## config.mk

```make
export PLATFORM = sky130hd
export DESIGN_NAME = usb_in_arbiter
export DESIGN_NICKNAME = d
export VERILOG_FILES = /design/src/rtl/usb_cdc_pkg.sv /design/src/rtl/usb_in_arb_slice.sv /design/src/rtl/usb_in_arbiter.sv
export SDC_FILE = /design/constraint.sdc
export NUM_CORES = 1
export LEC_CHECK = 0
export BUFFER_PORTS_ARGS = -buffer_cell sky130_fd_sc_hd__buf_2
export CORE_AREA = 2 2 49 51
export CTS_BUF_LIST = sky130_fd_sc_hd__clkbuf_4
export DETAILED_ROUTE_END_ITERATION = 8
export DIE_AREA = 0 0 51 53
export GPL_TIMING_DRIVEN = 0
export MAX_ROUTING_LAYER = met4
export PLACE_DENSITY_LB_ADDON = 0.25
export SLEW_MARGIN = 20
export SYNTH_ARGS = -nofsm -noshare
export SYNTH_HDL_FRONTEND = slang
export SYNTH_HIERARCHICAL = 1
export SYNTH_SLANG_ARGS = --single-unit
```

## constraint.sdc

```tcl
create_clock -name clk_i -period 3.1 [get_ports clk_i]
set_clock_uncertainty 0.2 [all_clocks]
set_input_delay 0.31 -clock clk_i [delete_from_list [all_inputs] [get_ports clk_i]]
set_output_delay 0.31 -clock clk_i [all_outputs]
set_load 0.02 [all_outputs]
```

## src/rtl/usb_cdc_pkg.sv

```systemverilog
// Shared usb_cdc types: IN-arbiter state encoding and one-hot grant constants.
// States are encoded so that the state value is the grant one-hot itself.
package usb_cdc_pkg;

  typedef enum logic [1:0] {
    ARB_IDLE   = 2'b00,
    ARB_GRANT0 = 2'b01,
    ARB_GRANT1 = 2'b10
  } arb_state_e;

  localparam logic [1:0] GRANT_NONE = 2'b00;
  localparam logic [1:0] GRANT_S0   = 2'b01;
  localparam logic [1:0] GRANT_S1   = 2'b10;

  localparam int IDLE_CNT_W = 4;

  function automatic logic [1:0] grant_of(input arb_state_e st);
    logic [1:0] g;
    g = GRANT_NONE;
    case (st)
      ARB_GRANT0: g = GRANT_S0;
      ARB_GRANT1: g = GRANT_S1;
      default:    g = GRANT_NONE;
    endcase
    return g;
  endfunction

endpackage

```

## src/rtl/usb_in_arb_slice.sv

```systemverilog
// One-entry output register stage: 1-cycle latency, full rate while i_rdy is high;
// accepts a new byte only when empty or draining in the same cycle.
module usb_in_arb_slice (
  input  logic       i_clk,
  input  logic       i_rstn,
  input  logic [7:0] i_dat,
  input  logic       i_vld,
  output logic       o_rdy,
  output logic [7:0] o_dat,
  output logic       o_vld,
  input  logic       i_rdy
);

  logic [7:0] r_dat;
  logic       r_vld;

  assign o_rdy = ~r_vld | i_rdy;
  assign o_dat = r_dat;
  assign o_vld = r_vld;

  always_ff @(posedge i_clk) begin
    if (!i_rstn) begin
      r_vld <= 1'b0;
      r_dat <= 8'h00;
    end else if (i_vld && o_rdy) begin
      r_vld <= 1'b1;
      r_dat <= i_dat;
    end else if (i_rdy) begin
      r_vld <= 1'b0;
    end
  end

endmodule

```

## src/rtl/usb_in_arbiter.sv

```systemverilog
// Two-source round-robin byte arbiter feeding usb_cdc IN; 1-cycle latency, stalls sources on m_ready_i low.
// USB_IN_ARB_LOCK_EN defined: grants held until last/burst cap/idle; undefined: per-byte round-robin.
module usb_in_arbiter
  import usb_cdc_pkg::*;
#(
  parameter int BURST_LEN    = 8,
  parameter int IDLE_RELEASE = 4
) (
  input  logic       clk_i,
  input  logic       rstn_i,
  input  logic [7:0] s0_data_i,
  input  logic       s0_valid_i,
  input  logic       s0_last_i,
  output logic       s0_ready_o,
  input  logic [7:0] s1_data_i,
  input  logic       s1_valid_i,
  input  logic       s1_last_i,
  output logic       s1_ready_o,
  output logic [7:0] m_data_o,
  output logic       m_valid_o,
  input  logic       m_ready_i,
  output logic [1:0] grant_o
);

  localparam int BC_W = $clog2(BURST_LEN + 1);
  localparam logic [BC_W-1:0]       BC_MAX = BC_W'(BURST_LEN);
  localparam logic [IDLE_CNT_W-1:0] IC_MAX = IDLE_CNT_W'(IDLE_RELEASE);

`ifdef USB_IN_ARB_LOCK_EN
  localparam bit LOCK_EN = 1'b1;
`else
  localparam bit LOCK_EN = 1'b0;
`endif

  arb_state_e            r_state;
  arb_state_e            w_state_nxt;
  logic [BC_W-1:0]       r_burst_cnt;
  logic [IDLE_CNT_W-1:0] r_idle_cnt;
  logic                  r_rr_s1;

  logic [1:0] w_grant;
  logic [7:0] w_src_dat;
  logic       w_src_vld;
  logic       w_src_last;
  logic       w_slice_rdy;
  logic       w_accept;
  logic       w_burst_done;
  logic       w_idle_done;
  logic       w_release;

  assign w_grant = grant_of(r_state);
  assign grant_o = w_grant;

  always_comb begin
    w_src_dat  = 8'h00;
    w_src_vld  = 1'b0;
    w_src_last = 1'b0;
    if (w_grant[0]) begin
      w_src_dat  = s0_data_i;
      w_src_vld  = s0_valid_i;
      w_src_last = s0_last_i;
    end else if (w_grant[1]) begin
      w_src_dat  = s1_data_i;
      w_src_vld  = s1_valid_i;
      w_src_last = s1_last_i;
    end
  end

  assign w_accept   = w_src_vld & w_slice_rdy;
  assign s0_ready_o = w_grant[0] & w_slice_rdy;
  assign s1_ready_o = w_grant[1] & w_slice_rdy;

  // Both terms look at the current transfer/cycle, so release takes effect on the edge that completes it.
  assign w_burst_done = (r_burst_cnt == (BC_MAX - BC_W'(1)));
  assign w_idle_done  = ~w_src_vld & (r_idle_cnt >= (IC_MAX - IDLE_CNT_W'(1)));
  assign w_release    = (w_accept & (~LOCK_EN | w_src_last | w_burst_done)) | w_idle_done;

  always_comb begin
    w_state_nxt = r_state;
    case (r_state)
      ARB_IDLE: begin
        if (s0_valid_i && s1_valid_i) begin
          w_state_nxt = r_rr_s1 ? ARB_GRANT1 : ARB_GRANT0;
        end else if (s0_valid_i) begin
          w_state_nxt = ARB_GRANT0;
        end else if (s1_valid_i) begin
          w_state_nxt = ARB_GRANT1;
        end
      end
      ARB_GRANT0, ARB_GRANT1: begin
        if (w_release) w_state_nxt = ARB_IDLE;
      end
      default: w_state_nxt = ARB_IDLE;
    endcase
  end

  always_ff @(posedge clk_i) begin
    if (!rstn_i) r_state <= ARB_IDLE;
    else         r_state <= w_state_nxt;
  end

  // Counters sit at zero while idle, so every new grant starts from a clean count.
  always_ff @(posedge clk_i) begin
    if (!rstn_i) begin
      r_burst_cnt <= '0;
      r_idle_cnt  <= '0;
      r_rr_s1     <= 1'b0;
    end else if (r_state == ARB_IDLE) begin
      r_burst_cnt <= '0;
      r_idle_cnt  <= '0;
      if (w_state_nxt == ARB_GRANT0)      r_rr_s1 <= 1'b1;
      else if (w_state_nxt == ARB_GRANT1) r_rr_s1 <= 1'b0;
    end else if (w_accept) begin
      r_idle_cnt <= '0;
      if (r_burst_cnt != BC_MAX) r_burst_cnt <= r_burst_cnt + BC_W'(1);
    end else if (!w_src_vld && (r_idle_cnt != IC_MAX)) begin
      r_idle_cnt <= r_idle_cnt + IDLE_CNT_W'(1);
    end
  end

  usb_in_arb_slice u_slice (
    .i_clk  (clk_i),
    .i_rstn (rstn_i),
    .i_dat  (w_src_dat),
    .i_vld  (w_src_vld),
    .o_rdy  (w_slice_rdy),
    .o_dat  (m_data_o),
    .o_vld  (m_valid_o),
    .i_rdy  (m_ready_i)
  );

endmodule

```

==> run metrics <==
run status=completed; Critical Path Fanout Max=10; FILL cells=205; GRT Total Usage=23.33%; peak supply drop=367.0 uV; reg2reg start=r_state[1]; pwr dens=560.8 nW/um^2; r2r endpoint=r_rr_s1; Final setup violation count=0; Fmax=417.3 MHz; post-synthesis sequential area ratio=27.65%; Routed WL=2.775 mm; HP Class=primary input to flop; Worst setup EP type=output port; initial antenna violation count=0; Yosys top cell by area=dfxtp_1; TritonCTS clock tree=done; mean post-synth cell area=7.882 um^2; gpl congestion=0.8812; Synth top area share=27.65%; final hold vios=0; actual slew at the worst max-slew pin=0.4700 ns; remaining global-route overflow=0; P&R area growth vs syn=19.55%; MaxCap Viol Count=0; first-pass GRT wire length=4.671 mm; Reg clk slew, reported paths=0.10 ns; CP max-delay cell=dfxtp_1; fin. max-slew vios=0; Die W=51 um; Reg2Reg Depth=9; Final #Nets=215; most common cell after layout, fill and taps aside=buf_2; Ant. Diodes=0; share of cells above drive strength 1=24.46%; Synth Net Count=177; Clk Tree Root Cell=clkbuf_4; CTS resizes=0; yosys warns=6; TritonCTS buffer count=3; Static Leak=0.6096 nW; CP startpoint kind=flop; Non-Filler Instances=212; #FFs+latches synth=16; mapped cell area=1159 um^2; Initial Util=53.93%; row cnt=17; most frequent cells in the layout=buf_2 (37), nand2_1 (34), dfxtp_1 (16); Vias=1215; slew margin rel.=67.86%; DR DRC count=0; # H-tree levels=1; TritonRoute pass-1 iters=4; distinct cell type count after synthesis=38; total number of clock tree sinks=16; Iter 0 DRT Violations=32; first element of the critical path=r_state[1]; CP dominant cell by count=buf_2; CP endpoint=s0_ready_o; I/O Buffers=33; placed cells=208; Worst path max stage delay=0.36 ns; antenna viol nets, final=0; Cell Chain, Critical Path=inv_1 -> ha_1 -> buf_2 -> clkbuf_1 -> and2_1 -> buf_2; overall die height=53 um; clk buf depth=2; Clk Latency, worst-skew pair=0.29 ns; Post-DP HPWL=2.105 mm; min Tclk post-route=2.397 ns; Final TNS setup=0 ns; drt wl/cell=13.09 um; largest net degree at the start of global routing=11; postcts setup bufs=0; die area=2703 um^2; Worst EP arrival=1.89 ns; vias per cell=5.731; ranking of synthesized cells by area=dfxtp_1 (28%), nand2_1 (11%), ha_1 (7.6%); crit path kind=flop to output port; hold-fix buffers at CTS=0; FF-to-FF setup slack=0.71 ns; RSZ-0062 raised after global routing=no; Core Region=2148 um^2; Worst EP required=2.59 ns; IO Pins=36; synthesized instance count=147; vias in the first global route=1147; Final Cycle Share=77.31%
-- state kept, by name, summed over array words and instances (netlist names) --
register	count
r_state	2
r_idle_cnt	4
r_rr_s1	1
u_slice/o_vld	1
u_slice/o_dat	8
-- cells in the mapped netlist --
library cell and count:
nand2_1 34, dfxtp_1 16, o21ai_0 11, inv_1 8, mux2i_1 8, ha_1 7, o211ai_1 7, and3b_1 5
nand4_1 5, buf_2 4, clkbuf_1 4, nand3b_1 4, and2_1 3, a21boi_0 2, a311oi_1 2, and4b_1 2
nand2b_1 2, nand3_1 2, nor3_1 2, a2111oi_0 1, a211o_1 1, a31oi_1 1, and2_4 1, buf_6 1
nand2_2 1, nand2b_4 1, nand4b_1 1, nor2_1 1, nor2b_1 1, nor4_1 1, nor4b_1 1, o2111ai_1 1
o211a_1 1, o21ba_2 1, o311ai_1 1, o31a_1 1, o32a_1 1, or4_1 1
-- kinds of logic (layout without fill, tap and decap cells) --
family / count (synthesis) / count (layout) / share of synthesized area [%]
compound gates: 31 / 31 / 19.01
flops: 16 / 16 / 27.65
buf+inv: 17 / 54 / 6.587
fa+ha+maj: 7 / 7 / 7.559
simple gates: 68 / 68 / 32.29
mux: 8 / 8 / 6.912
-- how the worst min path moves through the flow --
stage / start / to / slack [ns] / cells past startpoint
after global routing: rstn_i / r_rr_s1 / 0.16 / 2
after floorplan: rstn_i / r_idle_cnt[2] / 0.25 / 2
after global placement: u_slice/o_dat[2] / u_slice/o_dat[2] / 0.24 / 2
final: rstn_i / r_rr_s1 / 0.15 / 2
after CTS: rstn_i / r_rr_s1 / 0.14 / 2
after detailed placement: u_slice/o_dat[0] / u_slice/o_dat[0] / 0.25 / 2
-- worst max-delay path: cells and delay by family (launching register included) --
kind                     cells  cell delay, ns
flip-flops                   1            0.36
buffers and inverters        4            0.82
AND/OR/NAND/NOR              1            0.18
adder cells (fa/ha/maj)      1            0.23
-- metal layers --
layer / track usage [%] / part of all wire [%] / wire length, um
met4: 10.81 / 0.94 / 26
met1: 26.64 / 43 / 1197
met5: - / 0 / 0
met2: 40.48 / 50 / 1387
met3: 3.390 / 5.9 / 164
-- stage by stage --
stage | worst slack, ns | total power [mW] | hold WS [ns] | utilization [%] | area, um^2
finish | 0.7034 | 0.7767 | 0.1479 | 64.47 | 1385
global route | 0.5753 | 0.8333 | 0.1641 | 64.47 | 1385
detailed placement | 0.7594 | 0.6574 | 0.2526 | 63.25 | 1359
floorplan | 0.9156 | 0.5552 | 0.2538 | - | 1159
global placement | 0.8458 | 0.6446 | 0.2387 | 63.25 | 1359
CTS | 0.7210 | 0.7761 | 0.1422 | 64.47 | 1385
-- report_power, final --
group          leakage, nW  switching (mW)  internal, mW  total, mW
clock               0.0154          0.0713        0.0468      0.118
sequential           0.130          0.0239         0.234      0.258
combinational        0.464           0.235         0.165      0.400
total                0.610           0.330         0.446      0.777
-- final cells by class --
| type | instances | area (um^2) | share of cell area, % |
|---|---|---|---|
| multi-input cells | 114 | 762.0 | 55.01 |
| well taps | 28 | 35.03 | 2.529 |
| inverters | 8 | 30.03 | 2.168 |
| repair buffers | 33 | 165.2 | 11.92 |
| clock inverters | 1 | 3.754 | 0.2710 |
| flip-flops and latches | 16 | 320.3 | 23.13 |
| plain buffers | 9 | 46.29 | 3.342 |
| clock buffers | 3 | 22.52 | 1.626 |
(Power assumes the default switching activity.)
